<file path="src/rtl/pulse_sched_pkg.sv">
// Shared types and default sizing for the pulse scheduler channels.
package pulse_sched_pkg;

    localparam int unsigned DEF_NUM_CH = 4;
    localparam int unsigned DEF_CNT_W  = 6;

    // Per-channel lifecycle: waiting for a valid config, counting ticks, or spent (one-shot).
    typedef enum logic [1:0] {
        IDLE  = 2'd0,
        COUNT = 2'd1,
        DONE  = 2'd2
    } ch_state_e;

endpackage

</file>
<file path="src/rtl/pulse_sched_channel.sv">
// One pulse channel: counts unpaused time-base ticks and fires a registered
// one-cycle pulse when the count reaches the programmed period.
module pulse_sched_channel
    import pulse_sched_pkg::*;
#(
    parameter int unsigned CNT_W = DEF_CNT_W
) (
    input  logic             clk_i,
    input  logic             rst_ni,
    input  logic             tick_i,
    input  logic             pause_i,
    input  logic             en_i,
    input  logic             restart_i,
    input  logic             one_shot_i,
    input  logic [CNT_W-1:0] period_i,
    output logic             pulse_o,
    output logic             active_o
);

    ch_state_e        state_q, state_d;
    logic [CNT_W-1:0] cnt_q, cnt_d;
    logic             pulse_q, pulse_d;

    logic             cfg_ok;
    logic             at_end;

    // A zero period is treated the same as a disabled channel.
    assign cfg_ok = en_i && (period_i != '0);

    // '>=' rather than '==' so a period lowered below the running count fires on the next
    // tick instead of wrapping. Only consulted when period_i is nonzero, so no underflow.
    assign at_end = (cnt_q >= (period_i - CNT_W'(1)));

    // Next-state: disable beats restart, restart beats pause and tick.
    always_comb begin
        state_d = state_q;
        cnt_d   = cnt_q;
        pulse_d = 1'b0;

        if (!cfg_ok) begin
            state_d = IDLE;
            cnt_d   = '0;
        end else if (restart_i) begin
            state_d = COUNT;
            cnt_d   = '0;
        end else if (!pause_i) begin
            case (state_q)
                IDLE: begin
                    state_d = COUNT;
                    cnt_d   = '0;
                end
                COUNT: begin
                    if (tick_i) begin
                        if (at_end) begin
                            pulse_d = 1'b1;
                            cnt_d   = '0;
                            if (one_shot_i) begin
                                state_d = DONE;
                            end
                        end else begin
                            cnt_d = cnt_q + CNT_W'(1);
                        end
                    end
                end
                DONE: begin
                    cnt_d = '0;
                end
                default: begin
                    state_d = IDLE;
                    cnt_d   = '0;
                end
            endcase
        end
    end

    // State, counter and pulse registers.
    always_ff @(posedge clk_i or negedge rst_ni) begin
        if (!rst_ni) begin
            state_q <= IDLE;
            cnt_q   <= '0;
            pulse_q <= 1'b0;
        end else begin
            state_q <= state_d;
            cnt_q   <= cnt_d;
            pulse_q <= pulse_d;
        end
    end

    assign pulse_o  = pulse_q;
    assign active_o = (state_q == COUNT);

endmodule

</file>
<file path="src/rtl/spawn_pulse_scheduler.sv">
// Bank of independent pulse channels sharing one time-base tick and a global pause.
module spawn_pulse_scheduler
    import pulse_sched_pkg::*;
#(
    parameter int unsigned NUM_CH = DEF_NUM_CH,
    parameter int unsigned CNT_W  = DEF_CNT_W
) (
    input  logic                    clk,
    input  logic                    resetN,
    input  logic                    oneSecPulse,
    input  logic                    pause,
    input  logic [NUM_CH-1:0]       chan_en,
    input  logic [NUM_CH-1:0]       restart,
    input  logic [NUM_CH-1:0]       one_shot,
    input  logic [NUM_CH*CNT_W-1:0] period,
    output logic [NUM_CH-1:0]       pulse,
    output logic [NUM_CH-1:0]       active
);

    // Channel c takes its period from bits [c*CNT_W +: CNT_W].
    for (genvar g = 0; g < NUM_CH; g++) begin : g_ch
        pulse_sched_channel #(
            .CNT_W(CNT_W)
        ) u_ch (
            .clk_i      (clk),
            .rst_ni     (resetN),
            .tick_i     (oneSecPulse),
            .pause_i    (pause),
            .en_i       (chan_en[g]),
            .restart_i  (restart[g]),
            .one_shot_i (one_shot[g]),
            .period_i   (period[g*CNT_W +: CNT_W]),
            .pulse_o    (pulse[g]),
            .active_o   (active[g])
        );
    end

endmodule

</file>
<file path="config.mk">
export PLATFORM = sky130hd
export DESIGN_NAME = spawn_pulse_scheduler
export DESIGN_NICKNAME = d
export VERILOG_FILES = /design/src/rtl/pulse_sched_pkg.sv /design/src/rtl/pulse_sched_channel.sv /design/src/rtl/spawn_pulse_scheduler.sv
export SDC_FILE = /design/constraint.sdc
export NUM_CORES = 1
export LEC_CHECK = 0
export ABC_AREA = 0
export BUFFER_PORTS_ARGS = -buffer_cell sky130_fd_sc_hd__buf_2
export CAP_MARGIN = 15
export CORE_UTILIZATION = 50
export DETAILED_ROUTE_END_ITERATION = 10
export PLACE_DENSITY = 0.84
export RECOVER_POWER = 50
export SKIP_LAST_GASP = 1
export SLEW_MARGIN = 20
export SYNTH_ARGS = -nofsm -noshare
export SYNTH_HDL_FRONTEND = slang
export SYNTH_SLANG_ARGS = --single-unit
</file>
<file path="constraint.sdc">
create_clock -name clk -period 2.8 [get_ports clk]
set_input_delay 0.28 -clock clk [delete_from_list [all_inputs] [get_ports clk]]
set_output_delay 0.28 -clock clk [all_outputs]
set_load 0.03 [all_outputs]
</file>
==> metrics.yaml <==
outcome: "finished with violations"
violations: "capacitance limit, slew limit"
insertion_delay_ns: 0.30
hpwl_um: 4990
gr-total-overflow: 0
nFillCells: 501
dieWidth_um: 79.2
regToRegStartpoint: "g_ch[2].u_ch.cnt_q[3]"
critPathCaptureType: "register"
final_max_slew_viol_count: 37
track_usage_pct: 22.1
drive_gt1_share_pct: 19.8
num_rows: 27
path_buf_inv: 1
cp_max_fo: 8
r2r_cells: 6
syn_nets: 411
synthArstFlopShare_pct: 100
path_class: "in2reg"
finalSetupTns_ns: 0
min_from: "one_shot[0]"
max_stage_delay_ns: 0.51
setup_viol: 0
arrival_ns: 2.44
antenna_found_initial: 0
p_per_area_nw_per_um2: 376
grt_max_degree: 37
finalNonFillerCells: 455
crit_path_start_kind: "input port"
hp-class: "in2reg"
hold_violations: 0
slew_headroom_pct: -28.8
avgSynthCellArea_um2: 8.90
fin_crit_ns: 2.26
io_buffers: 47
cap_violations: 1
path_cells: "buf_2 > or3_4 > nor3_1 > xnor2_1 > ha_1 > nand4_1 > o21ai_1 > nor3_2 > mux2_2"
rsz0062_at_grt: "no"
synth-seq-cells: 36
cp.required_ns: 2.98
p_leak_nw: 1.57
first_pass_iters: 4
cts_num_sinks: 36
cts_setup_buffers: 0
cts_made_buffers: 5
core_um2: 5640
final_antenna_net_count: 0
slowest_stage: "o21ai_1"
die_area_um2: 6270
wl_um: 6340
cts_resized: 0
syn_area_um2: 2980
cts.clk_slew.worst_paths_ns: 0.08
drt_iter0_markers: 160
viasPerCell: 5.72
ys.flop_type: "dfrtp_1"
ir_drop_v: 0.000253
syn2layout_area_growth_pct: 12.7
postCtsHoldBufs: 0
drc: 0
min_path_cells: 2
hold_path_end: "g_ch[0].u_ch.state_q[1]"
clock_path_buffers: 2
p_total_mw: 1.26
grt_pass1_vias: 2406
period_share_pct: 80.5
ys_seq_area_share_pct: 30.2
antenna_cells: 0
r2r_end: "g_ch[2].u_ch.cnt_q[0]"
wire_per_inst_um: 13.9
gp_congestion: 0.833
syn_inst: 335
layout.nets: 458
ys_warn_count: 0
worst_pin_slew_ns: 1.93
rrSetupSlack_ns: 0.79
htreeDepth: 2
cts_tree: "built"
start_util_pct: 52.8
fp.dieH_um: 79.2
ios: 48
vias: 2602
cp_top_family: "simple AND/OR/NAND/NOR gates"
grt_pass1_wl_um: 10900
placed_cells: 447
skew_ns: 0.0102
synth-edff-count: 0
fmax_mhz: 443
cts_root_buf: "clkbuf_8"
ys_types: 56
[logic make-up after synthesis]
logic type	count (synthesis)	synth area share, %
buffers and inverters	37	5.88
adders and majority gates	36	15.1
and+or+nand+nor	126	23.3
xor gates and xnor gates	16	4.70
AOI/OAI and AO/OA	83	20.4
muxes	1	0.378
DFF	36	30.2
[state kept, by name, summed over array words and instances, names as in the netlist]
name / count
g_ch.u_ch.cnt_q: 24
g_ch.u_ch.state_q: 8
g_ch.u_ch.pulse_o: 4
[report_power, final]
part	leakage [nW]	total (mW)	internal [mW]	switching (mW)
logic	1.02	0.257	0.102	0.155
clock network	0.0552	0.463	0.264	0.199
registers	0.493	0.544	0.531	0.0128
total	1.57	1.26	0.897	0.367
[area by class of cell]
class	count	area (µm²)	area share (%)
repair buffers	51	259	7.71
well taps	72	90.1	2.68
flip-flops and latches	36	901	26.8
multi-input cells	262	1900	56.7
clock buffers	6	72.6	2.16
inverters	26	97.6	2.91
clock inverters	2	35.0	1.04
[worst register-to-register path, delay by kind of cell, from the launching register on]
| family | cells | cell delay, ns |
|---|---|---|
| multiplexers | 1 | 0.21 |
| flip-flops | 1 | 0.44 |
| AO/OA/AOI/OAI | 3 | 0.61 |
| adder cells (fa/ha/maj) | 1 | 0.33 |
| AND/OR/NAND/NOR | 1 | 0.37 |
[how the worst max path moves through the flow]
stage                from               endpoint  depth (start not counted)
2_1_floorplan  period[21]  g_ch[3].u_ch.cnt_q[5]                          8
3_3_place_gp   period[21]  g_ch[3].u_ch.cnt_q[5]                          9
3_5_place_dp   period[15]  g_ch[2].u_ch.cnt_q[0]                          9
4_1_cts        period[15]  g_ch[2].u_ch.cnt_q[0]                          9
5_1_grt        period[21]  g_ch[3].u_ch.cnt_q[5]                          9
6_report       period[15]  g_ch[2].u_ch.cnt_q[0]                          9
[cell usage after synthesis, drive strengths merged (2+ instances only)]
cell type / number / area share [%]
dfrtp: 36 / 30
ha: 36 / 15
nand2: 33 / 4.2
inv: 26 / 3.3
o21ai: 22 / 3.9
nand3: 21 / 4.1
nor2b: 16 / 3.4
a21oi: 12 / 2.0
nor3: 12 / 2.4
buf: 11 / 2.6
xnor2: 11 / 3.2
nor2: 9 / 1.1
o31ai: 9 / 2.6
nand2b: 8 / 1.7
a32oi: 6 / 1.8
and2: 6 / 1.3
and3: 6 / 1.3
nand4: 5 / 1.0
xor2: 5 / 1.5
a211oi: 4 / 1.0
a21o: 4 / 1.0
or2: 4 / 0.84
a211o: 3 / 0.88
a221oi: 3 / 1.9
a22o: 3 / 0.88
a31oi: 3 / 0.63
o22ai: 3 / 0.63
or3: 3 / 0.80
a311oi: 2 / 0.59
nor3b: 2 / 0.88
o21a: 2 / 0.50
[routing by layer]
metal	vias to the layer above	wire length, µm	GRT usage [%]
met5	-	0	0
met1	1220	2840	28.2
li1	1306	-	-
met4	0	85	6.18
met3	7	337	4.94
met2	69	3080	37.4
[per-stage QoR]
step | setup slack [ns] | area (µm²) | util, % | hold WS [ns]
after floorplan | 0.399 | 2980 | - | -0.0156
after global placement | 0.353 | 3260 | 57.8 | 0.413
after detailed placement | 0.253 | 3260 | 57.8 | 0.415
after CTS | 0.552 | 3370 | 59.7 | 0.0931
after global routing | 0.396 | 3360 | 59.5 | 0.257
final | 0.545 | 3360 | 59.5 | 0.253
[placed cells by master, fill, tap and decap left out, drive strengths merged, types with 2 or more instances in the layout]
cell / Yosys / final
o21a: 2 / 2
a21o: 4 / 4
a211o: 3 / 3
nand4: 5 / 5
a22o: 3 / 3
nor2b: 16 / 16
nand2: 33 / 33
o21ai: 22 / 22
a31oi: 3 / 3
o31ai: 9 / 9
nor3: 12 / 12
a211oi: 4 / 4
or3: 3 / 3
ha: 36 / 36
or2: 4 / 4
nand2b: 8 / 8
and2: 6 / 6
inv: 26 / 26
buf: 11 / 46
xnor2: 11 / 11
nor3b: 2 / 2
nand3: 21 / 21
a32oi: 6 / 6
xor2: 5 / 5
a21oi: 12 / 12
a311oi: 2 / 2
dfrtp: 36 / 36
clkbuf: 0 / 11
a221oi: 3 / 3
o22ai: 3 / 3
nor2: 9 / 9
and3: 6 / 6
Note: power is estimated with default switching activity, not from simulation.
